==> src/rtl/instruction_fetch_stage_pkg.sv <==
// Shared fetch-stage types: machine word, word address, and the FIFO entry
// that pairs a fetched instruction with the byte address it came from.
package instruction_fetch_stage_pkg;

  typedef logic [31:0] word;
  typedef logic [31:0] word_address;

  localparam int unsigned INSTRUCTION_BYTES = 4;

  typedef struct packed {
    word_address pc;
    word         instruction;
  } fetch_entry;

  function automatic word_address align_word(input word_address a);
    return {a[31:2], 2'b00};
  endfunction

endpackage

==> src/rtl/instruction_fetch_stage_fetch_fifo.sv <==
// Synchronous FIFO of fetch entries with a single-cycle flush; flush beats a
// concurrent push or pop.
module fetch_fifo
  import instruction_fetch_stage_pkg::*;
#(
  parameter int unsigned DEPTH = 4
) (
  input  logic                   clock,
  input  logic                   reset,
  input  logic                   push,
  input  fetch_entry             push_data,
  input  logic                   pop,
  input  logic                   flush,
  output logic [$clog2(DEPTH):0] count,
  output fetch_entry             head
);

  localparam int unsigned PW = $clog2(DEPTH);
  localparam int unsigned CW = PW + 1;

  fetch_entry    mem_q [DEPTH];
  fetch_entry    mem_d [DEPTH];
  logic [PW-1:0] wr_ptr_q, wr_ptr_d;
  logic [PW-1:0] rd_ptr_q, rd_ptr_d;
  logic [CW-1:0] count_q, count_d;
  logic          do_push, do_pop;

  always_comb begin
    do_push  = push && (count_q != CW'(DEPTH));
    do_pop   = pop && (count_q != '0);
    mem_d    = mem_q;
    wr_ptr_d = wr_ptr_q;
    rd_ptr_d = rd_ptr_q;
    count_d  = count_q;
    if (flush) begin
      wr_ptr_d = '0;
      rd_ptr_d = '0;
      count_d  = '0;
    end else begin
      if (do_push) begin
        mem_d[wr_ptr_q] = push_data;
        wr_ptr_d        = wr_ptr_q + PW'(1);
      end
      if (do_pop) rd_ptr_d = rd_ptr_q + PW'(1);
      count_d = count_q + CW'(do_push) - CW'(do_pop);
    end
  end

  always_ff @(posedge clock) begin
    if (reset) begin
      wr_ptr_q <= '0;
      rd_ptr_q <= '0;
      count_q  <= '0;
    end else begin
      wr_ptr_q <= wr_ptr_d;
      rd_ptr_q <= rd_ptr_d;
      count_q  <= count_d;
    end
  end

  // Storage needs no reset: occupancy alone decides what is visible.
  always_ff @(posedge clock) begin
    mem_q <= mem_d;
  end

  assign count = count_q;
  assign head  = mem_q[rd_ptr_q];

endmodule

==> src/rtl/instruction_fetch_stage.sv <==
// Fetch stage: owns the PC, issues one-cycle-latency word reads, and buffers
// returned instructions for decode. Redirects flush the buffer and the read.
module instruction_fetch_stage
  import instruction_fetch_stage_pkg::*;
#(
  parameter int unsigned DEPTH    = 4,
  parameter word_address RESET_PC = '0
) (
  input  logic        clock,
  input  logic        reset,
  input  logic        jump,
  input  logic [31:0] jump_location,
  output logic [31:0] fetch_address,
  output logic        fetch_enable,
  input  logic [31:0] content,
  output logic        out_valid,
  input  logic        out_ready,
  output logic [31:0] out_instruction,
  output logic [31:0] out_pc
);

  localparam int unsigned CW = $clog2(DEPTH) + 1;

  word_address   pc_q, pc_d;
  word_address   issue_pc_q, issue_pc_d;
  logic          inflight_q, inflight_d;
  logic [CW-1:0] count;
  fetch_entry    head, push_data;
  logic          push, pop;

  always_comb begin
    // An in-flight read holds a credit so its data always has a slot.
    fetch_enable = !reset && !jump && ((count + CW'(inflight_q)) < CW'(DEPTH));
    pc_d         = pc_q;
    if (jump)              pc_d = align_word(jump_location);
    else if (fetch_enable) pc_d = pc_q + 32'(INSTRUCTION_BYTES);
    issue_pc_d   = fetch_enable ? pc_q : issue_pc_q;
    inflight_d   = fetch_enable;
    push         = inflight_q;
    push_data    = '{pc: issue_pc_q, instruction: content};
    out_valid    = !reset && (count != '0);
    pop          = out_valid && out_ready;
  end

  always_ff @(posedge clock) begin
    if (reset) begin
      pc_q       <= RESET_PC;
      issue_pc_q <= RESET_PC;
      inflight_q <= 1'b0;
    end else begin
      pc_q       <= pc_d;
      issue_pc_q <= issue_pc_d;
      inflight_q <= inflight_d;
    end
  end

  fetch_fifo #(.DEPTH(DEPTH)) u_fifo (
    .clock     (clock),
    .reset     (reset),
    .push      (push),
    .push_data (push_data),
    .pop       (pop),
    .flush     (jump),
    .count     (count),
    .head      (head)
  );

  assign fetch_address   = pc_q;
  assign out_instruction = head.instruction;
  assign out_pc          = head.pc;

endmodule

==> config.mk <==
export PLATFORM = sky130hd
export DESIGN_NAME = instruction_fetch_stage
export DESIGN_NICKNAME = d
export VERILOG_FILES = /design/src/rtl/instruction_fetch_stage_pkg.sv /design/src/rtl/instruction_fetch_stage_fetch_fifo.sv /design/src/rtl/instruction_fetch_stage.sv
export SDC_FILE = /design/constraint.sdc
export NUM_CORES = 1
export LEC_CHECK = 0
export BUFFER_PORTS_ARGS = -buffer_cell sky130_fd_sc_hd__clkbuf_2
export CORE_ASPECT_RATIO = 1.4
export CORE_MARGIN = 3
export CORE_UTILIZATION = 59
export CTS_BUF_LIST = sky130_fd_sc_hd__clkbuf_16
export DETAILED_ROUTE_END_ITERATION = 8
export PLACE_DENSITY = 0.82
export SETUP_SLACK_MARGIN = 0.02
export SYNTH_ARGS = -nofsm -noshare
export SYNTH_HDL_FRONTEND = slang
export SYNTH_SLANG_ARGS = --single-unit
==> constraint.sdc <==
create_clock -name clock -period 8.2 [get_ports clock]
set_input_delay 1.64 -clock clock [delete_from_list [all_inputs] [get_ports clock]]
set_output_delay 1.64 -clock clock [all_outputs]
set_load 0.01 [all_outputs]
==> out/results.tsv, run 1 <==
metric	value	unit
status	finished, final reports clean	
GPL Wtd Cong	0.876	
Top FF cell, synth	edfxtp_1	
Worst EP required	6.56	ns
flop and latch count out of synthesis	316	
RSZ-0062 raised after global routing	no	
vias in the first global route	7020	
Fmax achieved	216	MHz
final setup margin	3.58	ns
Die Ht	176	um
total DRC errors in the routed layout	0	
Hold Vio Cnt, Final	0	
clock tree buffer depth	3	
static leakage	4.95	nW
First-pass DRT Iterations	4	
post-place instance area	0.0131	mm^2
first-pass GRT wire length	36500	um
worst vdd ir	178	uV
Final TNS setup	0	ns
distinct cell type count after synthesis	39	
area grow syn2layout	15.8	%
largest net degree at the start of global routing	64	
FP Rows	61	
Max-cap violations	0	
Tot Pwr	3.20	mW
most used cell along the critical path	clkbuf_2	
clk sinks	316	
Synth Area in Compound Gates	3.42	%
IO Pins	166	
number of nets in the layout	953	
Worst-path clk slew	0.07	ns
endpoints failing setup	0	
critical path's largest stage delay	0.44	ns
root buffer cell	clkbuf_16	
commonest non-fill, non-tap cells in the layout	248 x edfxtp_1, 159 x clkbuf_2, 85 x nand2_1	
Fin Hold WS	0.491	ns
Die Area	0.0223	mm^2
Placed Instances	1099	
post-route ant nets	0	
Cell Pwr Density	228	mW/mm^2
dpl hpwl	13800	um
kind of end point of the critical path	primary output	
ratio of cells with drive above 1 in the final layout	31.3	%
multiplexer share of the synthesized area	11.6	%
width of the chip	127	um
Slew HR	31.6	%
mapped cell area	0.0121	mm^2
post-CTS setup buffer count	0	
Vias	6718	
period utilization	56.4	%
initial antenna violation count	0	
Critical Path AT	2.98	ns
effective utilization at floorplan	60.6	%
n_diodes	0	
post-synthesis xor/xnor area fraction	2.46	%
Seq/Total Area, Yosys	72.6	%
Setup Skew	0.0108	ns
post-CTS sizing	0	
global route total overflow	0	
crit path kind	in2out	
Post-CTS Hold Buffers	0	
CTS buffer count	28	
CTS H-tree lvls	1	
pre-CTS setup slack	3.57	ns
CP top delay family	buffers and inverters	
commonest non-fill, non-tap cell in the layout	edfxtp_1	
Slew Viols, Final	0	
WL per Instance	19.7	um
Worst Path Buf+Inv	4	
detailed router's first-iteration violation count	474	
crit path cell chain	clkbuf_2 > buf_4 > nor2_1 > nand2_1 > inv_2 > clkbuf_2	
Via density	5.84	
Post-synth EDFFs	248	
synthesized instance count	722	
gr usage total	20.5	%
Startpoint Class	input pin	
Core ar.	0.0200	mm^2
Layout fillers	1287	
CP Max Fanout	62	
Finished Layout Cells	1150	
Post-Synth Adder-Cell Area	0.887	%
largest family of logic cells by synthesized area	multiplexers	
Util after Layout	70.2	%
Ys Warns	0	
fin crit period	4.62	ns
port bufs	159	
asr flop ratio synth	0	%
Critical-path top delay cell	inv_2	
Hold WC Path Type	reg2reg	
Mean Syn Cell Area	16.8	um^2
Final Cell Area	0.0140	mm^2
worst slew pin tran	1.02	ns
simple-gate portion of the synthesized area	7.17	%
routed wire length	22700	um
clk_lat worst skew	0.53	ns
CTS tree	built	
==> cells in the mapped netlist (4+ instances only) <==
| cell | instances | share of area, % |
|---|---|---|
| buf_4 | 4 | 0.25 |
| nor2_1 | 30 | 0.93 |
| edfxtp_1 | 248 | 61 |
| xor2_1 | 17 | 1.2 |
| dfxtp_1 | 68 | 11 |
| a31oi_1 | 7 | 0.36 |
| mux4_2 | 62 | 12 |
| clkbuf_1 | 31 | 0.96 |
| o22ai_1 | 6 | 0.31 |
| inv_1 | 9 | 0.28 |
| ha_1 | 7 | 0.72 |
| nand2_1 | 85 | 2.6 |
| nand3_1 | 6 | 0.25 |
| xnor2_1 | 17 | 1.2 |
| nor3_1 | 5 | 0.21 |
| nand4_1 | 16 | 0.83 |
| a21oi_1 | 33 | 1.4 |
| and3_1 | 4 | 0.21 |
| nor4_1 | 8 | 0.41 |
| and2_1 | 12 | 0.62 |
| buf_2 | 6 | 0.25 |
| a211oi_1 | 17 | 1.1 |
==> metal layers <==
layer / vias to the layer above / global-route usage [%] / part of all wire [%]
li1: 3093 / - / -
met1: 3328 / 27.8 / 40
met2: 267 / 35.2 / 52
met3: 30 / 2.83 / 6.1
met4: 0 / 6.04 / 1.8
met5: - / 0 / 0
==> final timing paths <==
kind,endpoint,from,depth (start not counted),slack (ns)
worst max-delay path,fetch_enable,reset,6,3.58
worst min-delay path,u_fifo.mem_q[236],issue_pc_q[12],0,0.49
worst max register to register,issue_pc_q[26],u_fifo.count[1],6,5.70
worst min register to register,u_fifo.mem_q[236],issue_pc_q[12],0,0.49
==> cell families after synthesis <==
| kind of cell | count (synthesis) |
|---|---|
| xor gates and xnor gates | 34 |
| DFF | 316 |
| adders and majority gates | 8 |
| AOI/OAI and AO/OA | 69 |
| buffers and inverters | 52 |
| other | 1 |
| and+or+nand+nor | 179 |
| muxes | 63 |
==> state kept, by name (all words and copies together) (netlist names) <==
register,count
issue_pc_q,30
inflight_q,1
fetch_address,30
u_fifo.mem_q,248
u_fifo.rd_ptr_q,2
u_fifo.count,3
u_fifo.wr_ptr_q,2
==> power breakdown <==
part / internal, mW / switching, mW / leakage, nW
logic: 0.0543 / 0.0739 / 1.50
registers: 1.75 / 0.0297 / 2.98
clock network: 0.752 / 0.542 / 0.474
total: 2.55 / 0.645 / 4.95
==> final cells by class <==
class                           instances  area, um^2  share of cell area [%]
Sequential cell                       316        8820                    62.8
Inverter                               10        37.5                   0.267
Clock inverter                         21         173                    1.23
Timing Repair Buffer                  164         833                    5.93
Tap cell                              252         315                    2.24
Clock buffer                           30         751                    5.34
Multi-Input combinational cell        357        3120                    22.2
Note: power is estimated with default switching activity, not from simulation.
==> inputs of run 2 (changes only) <==
--- a/config.mk
+++ b/config.mk
@@ -8,10 +8,10 @@
 export BUFFER_PORTS_ARGS = -buffer_cell sky130_fd_sc_hd__clkbuf_2
 export CORE_ASPECT_RATIO = 1.4
 export CORE_MARGIN = 3
-export CORE_UTILIZATION = 59
+export CORE_UTILIZATION = 52
 export CTS_BUF_LIST = sky130_fd_sc_hd__clkbuf_16
 export DETAILED_ROUTE_END_ITERATION = 8
-export PLACE_DENSITY = 0.82
+export PLACE_DENSITY = 0.76
 export SETUP_SLACK_MARGIN = 0.02
 export SYNTH_ARGS = -nofsm -noshare
 export SYNTH_HDL_FRONTEND = slang
==> constraint.sdc (replaced) <==
create_clock -name clock -period 4.12 [get_ports clock]
set_input_delay 0.824 -clock clock [delete_from_list [all_inputs] [get_ports clock]]
set_output_delay 0.824 -clock clock [all_outputs]
set_load 0.01 [all_outputs]
==> run 2 against run 1 <==
Against the previous run:
- flip-flop and latch count unchanged
- final cell count grew 4.7%
- critical endpoint is now out_instruction[22]
- critical path type is now reg2out
- critical path depth shrank 3
- design area about the same
- combinational power up 100%
- via count grew 0.13%
- hold slack improved by 0.0096 ns
- largest power group unchanged
==> out/results.tsv, run 2 (synthesized netlist as in run 1, its figures left out) <==
metric	value	unit	change
post-CTS sizing	0		unchanged
Worst Reg-to-Reg Cells	10		+4
Setup Skew	0.00632	ns	-0.00452 ns
FF-to-FF setup slack	1.76	ns	-3.94 ns
sequential power share	58.0	%	+2.4 points
max reg flops	248		unchanged
period utilization	78.1	%	
dpl hpwl	14400	um	+4.1%
global route total overflow	0		unchanged
static leakage	4.97	nW	+0.37%
Top reg by flops	u_fifo.mem_q		
Final Cell Area	0.0140	mm^2	about the same
IO Pins	166		unchanged
Critical Path AT	2.39	ns	-0.59 ns
clk_lat worst skew	0.53	ns	about the same
register area	0.00881	mm^2	about the same
area of the multi-input gates	0.00312	mm^2	unchanged
Vias	6727		+0.13%
Die Area	0.0252	mm^2	+13%
CTS tree	built		
first-pass GRT wire length	37600	um	+3.1%
worst r2r dst	u_fifo.count[2]		
vias in the first global route	6952		-0.97%
ratio of cells with drive above 1 in the final layout	30.7	%	-0.62 points
GPL Wtd Cong	0.829		-5.4%
Layout fillers	1702		+32%
number of nets in the layout	957		+0.42%
routed wire length	23400	um	+3.1%
Net Sw Power	1.26	mW	+95%
CP Max Fanout	27		-56%
Sw Share	20.6	%	+0.40 points
root buffer cell	clkbuf_16		
cell-internal power	4.85	mW	+90%
n_diodes	0		unchanged
Die Ht	187	um	+6.3%
kind of end point of the critical path	primary output		
Worst EP required	3.30	ns	-3.26 ns
port bufs	159		unchanged
total DRC errors in the routed layout	0		unchanged
reg2reg start	u_fifo.count[2]		
commonest non-fill, non-tap cell in the layout	edfxtp_1		
cell depth of the worst min-delay path	2		+2
Worst Hold Endpoint	u_fifo.wr_ptr_q[1]		
gr usage total	18.7	%	-1.9 points
min-delay src	u_fifo.wr_ptr_q[1]		
worst slew pin tran	0.969	ns	-0.0530 ns
status	finished, final reports clean		
Max-cap violations	0		unchanged
Post-CTS Hold Buffers	0		unchanged
Core ar.	0.0228	mm^2	+14%
worst vdd ir	327	uV	+84%
Slew HR	35.4	%	+3.8 points
crit path kind	reg2out		
Finished Layout Cells	1204		+4.7%
Final TNS setup	0	ns	unchanged
area grow syn2layout	15.8	%	about the same
Cell Pwr Density	435	mW/mm^2	+91%
Logic pwr share	4.2	%	+0.2 points
post-route ant nets	0		unchanged
FP Rows	65		+6.6%
effective utilization at floorplan	53.3	%	-7.4 points
Startpoint Class	flop		
final setup margin	0.904	ns	-2.67 ns
post-CTS setup buffer count	0		unchanged
Hold Vio Cnt, Final	0		unchanged
First-pass DRT Iterations	5		+1
fin crit period	3.22	ns	
endpoints failing setup	0		unchanged
largest net degree at the start of global routing	63		-1.6%
clock tree buffer depth	3		unchanged
width of the chip	135	um	+6.2%
clk sinks	316		unchanged
post-place instance area	0.0132	mm^2	+0.77%
Placed Instances	1152		+4.8%
RSZ-0062 raised after global routing	no		
Fmax achieved	311	MHz	
Via density	5.59		-4.4%
initial antenna violation count	0		unchanged
Worst-path clk slew	0.06	ns	about the same
Clock power frac	37.8	%	-2.6 points
CTS H-tree lvls	1		unchanged
Hold WC Path Type	reg2reg		
WL per Instance	19.4	um	-1.5%
commonest non-fill, non-tap cells in the layout	248 x edfxtp_1, 159 x clkbuf_2, 85 x nand2_1		
Slew Viols, Final	0		unchanged
CTS buffer count	28		unchanged
detailed router's first-iteration violation count	383		-19%
pre-CTS setup slack	1.04	ns	-2.53 ns
Tot Pwr	6.10	mW	+91%
==> run 2: changes by cell type in the layout (fill, tap and decap cells not counted), sizes merged <==
cell and delta:
buf +4, bufinv -3, clkbuf -1, clkinv -8
inv +13
==> run 2: cell type report <==
| type | instances | share of cell area, % |
|---|---|---|
| tap | 301 | 2.68 |
| clock inverter | 23 | 0.633 |
| inverter | 10 | 0.267 |
| sequential | 316 | 62.8 |
| timing repair buffer | 168 | 6.24 |
| multi-input combinational | 357 | 22.2 |
| clock buffer | 29 | 5.17 |
==> run 2: per-stage QoR <==
step,util [%],hold WS (ns)
after CTS,61.7,0.480
after global routing,61.7,0.490
after detailed placement,58.1,0.493
after floorplan,-,0.460
after global placement,58.1,0.477
final,61.7,0.500
==> run 2: per-layer routing <==
layer  global-route usage [%]  wire length, um
met5                        0                0
met4                     4.31              368
met2                     32.8            12200
met1                     24.8             9580
met3                     2.67             1230
==> run 2: worst max-delay path by stage <==
stage / startpoint / to / slack [ns] / cells after the start
finish: u_fifo.rd_ptr_q[0] / out_instruction[22] / 0.90 / 3
floorplan: jump / u_fifo.mem_q[0] / 1.06 / 3
CTS: u_fifo.rd_ptr_q[0] / out_instruction[22] / 0.79 / 3
global route: u_fifo.rd_ptr_q[0] / out_instruction[22] / 0.70 / 3
detailed placement: reset / u_fifo.count[2] / 1.04 / 10
global placement: reset / u_fifo.count[2] / 1.09 / 10
==> run 2: worst max-delay path: stages, from the launching register on <==
cell and delay [ns]:
dfxtp_4 0.71, buf_4 0.43, mux4_2 0.56, clkbuf_2 0.14
==> run 2: power groups by stage <==
stage / logic, mW / registers, mW / clock network, mW
after floorplan: 0.141 / 3.60 / 0
after global placement: 0.251 / 3.61 / 0
after detailed placement: 0.258 / 3.61 / 0
after CTS: 0.259 / 3.54 / 2.36
after global routing: 0.283 / 3.55 / 2.49
final: 0.256 / 3.54 / 2.31
